==> src/rtl/serial_adder_pkg.sv <==
`default_nettype none
// ============================================================================
//  Module      : serial_adder_pkg
//  Description : Shared definitions for the bit-serial adder/subtractor:
//                FSM state encodings and the bit-counter width helper.
//  Revision    : 1.0  initial release
// ============================================================================
package serial_adder_pkg;

    // FSM state encodings
    localparam logic [1:0] IDLE = 2'd0;
    localparam logic [1:0] RUN  = 2'd1;
    localparam logic [1:0] DONE = 2'd2;

    // The bit counter has to hold the value WIDTH once the last bit has
    // been processed, so it needs clog2(WIDTH+1) bits.
    function automatic int cnt_width(input int width);
        return $clog2(width + 1);
    endfunction

endpackage
`default_nettype wire

==> src/rtl/serial_adder_full_adder.sv <==
`default_nettype none
// ============================================================================
//  Module      : full_adder
//  Description : Combinational one-bit full adder used as the shared
//                arithmetic cell of the bit-serial adder.
//  Ports       : a, b, ci  - operand bits and carry-in
//                s, co     - sum bit and carry-out
//  Revision    : 1.0  initial release
// ============================================================================
module full_adder (
    input  logic a,
    input  logic b,
    input  logic ci,
    output logic s,
    output logic co
);

    assign s  = a ^ b ^ ci;
    assign co = (a & b) | (a & ci) | (b & ci);

endmodule
`default_nettype wire

==> src/rtl/serial_adder.sv <==
`default_nettype none
// ============================================================================
//  Module      : serial_adder
//  Description : WIDTH-bit bit-serial adder/subtractor. Operands are latched
//                on an accepted start and summed LSB-first, one bit per
//                clock, through a single full-adder cell and a carry flop.
//  Ports       : clk, reset (sync, active-high)
//                start, sub, a, b, cin - request and operands
//                busy, done            - handshake status
//                sum, cy               - result and carry (1 = no borrow)
//                ovf                   - signed overflow (SERIAL_ADDER_OVF_EN)
//  Config      : define SERIAL_ADDER_OVF_EN to add the ovf output.
//  Revision    : 1.0  initial release
// ============================================================================
module serial_adder
    import serial_adder_pkg::*;
#(
    parameter int WIDTH = 8
) (
    input  logic             clk,
    input  logic             reset,
    input  logic             start,
    input  logic             sub,
    input  logic [WIDTH-1:0] a,
    input  logic [WIDTH-1:0] b,
    input  logic             cin,
    output logic             busy,
    output logic             done,
    output logic [WIDTH-1:0] sum,
    output logic             cy
`ifdef SERIAL_ADDER_OVF_EN
    ,
    output logic             ovf
`endif
);

    localparam int                 C_CNT_W    = cnt_width(WIDTH);
    localparam logic [C_CNT_W-1:0] C_CNT_LAST = C_CNT_W'(WIDTH - 1);
    localparam logic [C_CNT_W-1:0] C_CNT_ONE  = C_CNT_W'(1);

    logic [1:0]         r_state;
    logic [1:0]         w_state_next;
    logic [WIDTH-1:0]   r_a;
    logic [WIDTH-1:0]   r_b;
    logic [WIDTH-1:0]   r_sum;
    logic [WIDTH-1:0]   w_sum_shift;
    logic [C_CNT_W-1:0] r_cnt;
    logic               r_carry;
    logic               r_cy;
    logic               r_done;
    logic               w_s;
    logic               w_co;
    logic               w_accept;
    logic               w_last;

    // done is a registered strobe taken from the DONE state, so the pulse
    // lands one edge after the FSM leaves RUN. The operation stays "busy"
    // until that strobe has been seen, which keeps a start presented in
    // the done cycle from being accepted.
    assign w_accept = (r_state == IDLE) && !r_done && start;
    assign w_last   = (r_state == RUN) && (r_cnt == C_CNT_LAST);

    full_adder u_fa (
        .a  (r_a[0]),
        .b  (r_b[0]),
        .ci (r_carry),
        .s  (w_s),
        .co (w_co)
    );

    // New sum bit enters at the MSB; after WIDTH shifts bit 0 is the LSB.
    if (WIDTH == 1) begin : g_sum_w1
        assign w_sum_shift = w_s;
    end else begin : g_sum_wn
        assign w_sum_shift = {w_s, r_sum[WIDTH-1:1]};
    end

    // ------------------------------------------------------------------
    // FSM
    // ------------------------------------------------------------------
    always_ff @(posedge clk) begin
        if (reset) begin
            r_state <= IDLE;
        end else begin
            r_state <= w_state_next;
        end
    end

    always_comb begin
        w_state_next = r_state;
        case (r_state)
            IDLE:    if (w_accept) w_state_next = RUN;
            RUN:     if (w_last)   w_state_next = DONE;
            DONE:    w_state_next = IDLE;
            default: w_state_next = IDLE;
        endcase
    end

    // ------------------------------------------------------------------
    // Datapath. Subtraction is a + ~b + 1: the operand inversion and the
    // forced carry-in are applied at load time, so the add/sub choice is
    // fully captured in r_b and r_carry and no mode flag is kept.
    // ------------------------------------------------------------------
    always_ff @(posedge clk) begin
        if (reset) begin
            r_a     <= '0;
            r_b     <= '0;
            r_sum   <= '0;
            r_cnt   <= '0;
            r_carry <= 1'b0;
            r_cy    <= 1'b0;
            r_done  <= 1'b0;
        end else begin
            r_done <= (r_state == DONE);
            if (w_accept) begin
                r_a     <= a;
                r_b     <= sub ? ~b : b;
                r_carry <= sub ? 1'b1 : cin;
                r_cnt   <= '0;
                r_sum   <= '0;
                r_cy    <= 1'b0;
            end else if (r_state == RUN) begin
                r_a     <= r_a >> 1;
                r_b     <= r_b >> 1;
                r_sum   <= w_sum_shift;
                r_carry <= w_co;
                r_cnt   <= r_cnt + C_CNT_ONE;
                if (w_last) begin
                    r_cy <= w_co;
                end
            end
        end
    end

`ifdef SERIAL_ADDER_OVF_EN
    // Two's-complement overflow: carry into the MSB differs from carry out.
    // On the final RUN edge r_carry is exactly the carry into the MSB.
    logic r_ovf;

    always_ff @(posedge clk) begin
        if (reset) begin
            r_ovf <= 1'b0;
        end else if (w_accept) begin
            r_ovf <= 1'b0;
        end else if (w_last) begin
            r_ovf <= r_carry ^ w_co;
        end
    end

    assign ovf = r_ovf;
`endif

    assign busy = (r_state != IDLE) || r_done;
    assign done = r_done;
    assign sum  = r_sum;
    assign cy   = r_cy;

endmodule
`default_nettype wire

==> config.mk <==
export PLATFORM = sky130hd
export DESIGN_NAME = serial_adder
export DESIGN_NICKNAME = d
export VERILOG_FILES = /design/src/rtl/serial_adder_pkg.sv /design/src/rtl/serial_adder_full_adder.sv /design/src/rtl/serial_adder.sv
export SDC_FILE = /design/constraint.sdc
export NUM_CORES = 1
export LEC_CHECK = 0
export CAP_MARGIN = 20
export CORE_UTILIZATION = 31
export CTS_CLUSTER_SIZE = 8
export DETAILED_ROUTE_END_ITERATION = 12
export GPL_TIMING_DRIVEN = 0
export PLACE_DENSITY_LB_ADDON = 0.2
export SYNTH_ARGS = -nofsm -noshare
export SYNTH_HDL_FRONTEND = slang
export SYNTH_SLANG_ARGS = --single-unit
export TNS_END_PERCENT = 5
==> constraint.sdc <==
create_clock -name clk -period 3.6 [get_ports clk]
set_input_delay 0.54 -clock clk [delete_from_list [all_inputs] [get_ports clk]]
set_output_delay 0.54 -clock clk [all_outputs]
set_load 0.03 [all_outputs]
==> results.md <==
- Status: complete, but fails checks
- Failing checks: design-rule violations
- Worst EP required: 3060 ps
- Clock latency on the worst-skew pair: 280 ps
- Final ANT Viol Nets: 0
- CP bufs+invs: 1
- Clock sinks: 33
- Combinational power share: 14.6%
- GRT Util Overall: 13.8%
- Final Setup Violations: 0
- Slew @ Worst Pin: 970 ps
- Total setup buffers inserted after CTS: 0
- Area Growth Syn to Fin: 32.5%
- Final Hold Viols: 0
- Hold crit path type: reg -> reg
- CP Max Fanout: 7
- Crit path DAT: 1630 ps
- Clock power frac: 40.4%
- RD Place Congestion: 0.684
- Startpoint types: flip-flop
- DRC viols: 2
- Die W: 71.1 µm
- Post-CTS sizing: 0
- Die footprint: 5060 µm²
- Post-Syn Area per Cell: 8.86 µm²
- Height of the die: 71.1 µm
- Commonest non-fill, non-tap cells in the layout: nand2_1, dfxtp_1, clkdlybuf4s50_1, a21oi_1, nor2_1
- Seq pwr share: 45.0%
- Crit-path cells: or3_1 -> clkdlybuf4s50_1
- LEAKAGE: 0.000679 µW
- Vias in the first global route: 1215
- Unrepaired setup endpoints after global routing: no
- Area contributors post-synth: dfxtp_1, nand2_1, a311oi_2
- Post-Syn Instances: 167
- Reg clk slew, reported paths: 70 ps
- Max Slew Vio Count: 0
- Max-cap violations: 0
- Fmax achieved: 0.460 GHz
- Switch share: 23.7%
- Period minus WS final: 2170 ps
- Pin count of the biggest net entering global routing: 11
- Share of cells above drive strength 1: 12.2%
- Area fraction of the dominant cell type after synthesis: 44.6%
- Total Power Consumption: 880 µW
- CTS Hold Bufs: 0
- Port Buffers: 30
- CP Class: reg -> out
- FF+latch count, synth: 33
- Cell Area, Synth: 1480 µm²
- Drt wl/cell: 12.2 µm
- Num CTS Buffers: 5
- CP top delay family: buffers and inverters
- Int Pwr: 671 µW
- Rel. slew slack: 35.1%
- Power per cell area: 448 nW/µm²
- Syn_nets: 190
- Synth area leader: dfxtp_1
- # fillers: 458
- Crit. End Element: primary output
- Final wirelength: 3140 µm
- DRT iter0 DRCs: 85
- Dpl hpwl: 2200 µm
- Peak supply drop: 0.226 mV
- Ports: 32
- Slowest stage cell, crit path: clkdlybuf4s50_1
- CTS root buffer: clkbuf_8
- CORE AREA: 4470 µm²
- Via count: 1239
- Layout Skew: 7.09 ps
- Initial antenna violation count: 0
- CTS tree: yes
- Setup TNS: 0 ps
- Fin crit share: 60.4%
- Global-route wire length before repair: 5410 µm
- Avg Vias per Cell: 4.82
- Yosys warns: 0
- Post-synthesis sequential area ratio: 44.6%
- Antenna diodes: 0
- Starting density of the core: 33.1%
- Grt ovf: 0
- Critical Path Max Stage Delay: 590 ps
- Bufs on Longest Clock Path: 2
- H-tree Lvls: 2
- 1st-pass router iterations: 9
- Final-stage net count: 227
- Row count: 24
- Synth unique cells: 29
- Most common cell after layout, fill and taps aside: nand2_1
- Sw power: 209 µW
-- layout make-up --
class | instances | area (µm²) | area share (%)
clock buffer | 7 | 86.3 | 4.40
inverter | 1 | 3.75 | 0.191
clock inverter | 1 | 30.0 | 1.53
tap | 52 | 65.1 | 3.32
buffer | 13 | 83.8 | 4.27
multi-input combinational | 120 | 732 | 37.3
sequential | 33 | 661 | 33.7
timing repair buffer | 30 | 300 | 15.3
-- through the flow --
step / hold slack, ps / setup slack (ps) / instances / utilization (%) / area, µm²
after floorplan: 437 / 2040 / 167 / - / 1480
after global placement: 446 / 1310 / 249 / 41.2 / 1850
after detailed placement: 449 / 1340 / 249 / 41.2 / 1850
after CTS: 458 / 1420 / 257 / 43.8 / 1960
after global routing: 482 / 1370 / 257 / 43.8 / 1960
final: 454 / 1430 / 257 / 43.8 / 1960
-- synth_stat cells --
master and count:
nor4b_2 1, or4b_1 1, nand3_1 9, fa_1 1
nor2b_1 1, nor3_1 2, xnor2_1 1, a311oi_2 8
o21ai_0 2, buf_2 4, buf_4 1, nand2_1 37
or3_1 3, a211oi_1 1, dfxtp_1 33, buf_8 1
ha_1 1, a22oi_1 6, nor3b_1 1, buf_1 2
buf_6 2, clkbuf_1 3, inv_1 1, nor2_1 11
xor2_1 9, nand3b_1 2, nand2b_2 1, a21oi_1 21
or2b_1 1
-- final timing paths --
| check | from | end | slack [ps] | cells after the start |
|---|---|---|---|---|
| hold / removal | sum[0]$_SDFFE_PP0P_ | sum[0]$_SDFFE_PP0P_ | 450 | 2 |
| hold reg to reg | sum[0]$_SDFFE_PP0P_ | sum[0]$_SDFFE_PP0P_ | 450 | 2 |
| setup / recovery | r_state[0]$_SDFFE_PP0P_ | busy | 1430 | 2 |
| setup reg to reg | r_state[0]$_SDFFE_PP0P_ | r_a[1]$_SDFFE_PP0P_ | 1900 | 3 |
-- logic make-up (layout without fill, tap and decap cells) --
family | after synthesis | count (layout) | share of synthesized area, %
buffers and inverters | 14 | 52 | 5.92
DFF | 33 | 33 | 44.6
AOI/OAI and AO/OA | 38 | 38 | 19.4
adders and majority gates | 2 | 2 | 2.20
xor gates and xnor gates | 10 | 10 | 5.92
and+or+nand+nor | 70 | 70 | 21.9
-- flip-flops by register name, summed over array words and instances (netlist names) --
name,cells
r_carry,1
r_a,8
r_cnt,4
r_state,2
done,1
cy,1
r_b,8
sum,8
-- routing by layer --
| metal | vias up | share of wire [%] | wire length (µm) | GRT usage (%) |
|---|---|---|---|---|
| li1 | 652 | - | - | - |
| met1 | 553 | 52 | 1630 | 17.9 |
| met2 | 27 | 42 | 1320 | 21.6 |
| met3 | 7 | 4.1 | 128 | 3.99 |
| met4 | 0 | 1.8 | 55 | 6.00 |
| met5 | - | 0 | 0 | 0 |
-- power groups by stage --
stage | Combinational [µW] | Clock, µW | Sequential, µW
floorplan | 83.8 | 0 | 403
global placement | 129 | 0 | 404
detailed placement | 130 | 0 | 404
CTS | 130 | 365 | 396
global route | 142 | 380 | 398
finish | 128 | 355 | 396
-- worst min-delay path, cell delays in order, from the launching register on --
cell and delay, ps:
dfxtp_1 310, nand2_1 50, a21oi_1 50
(Power assumes the default switching activity.)
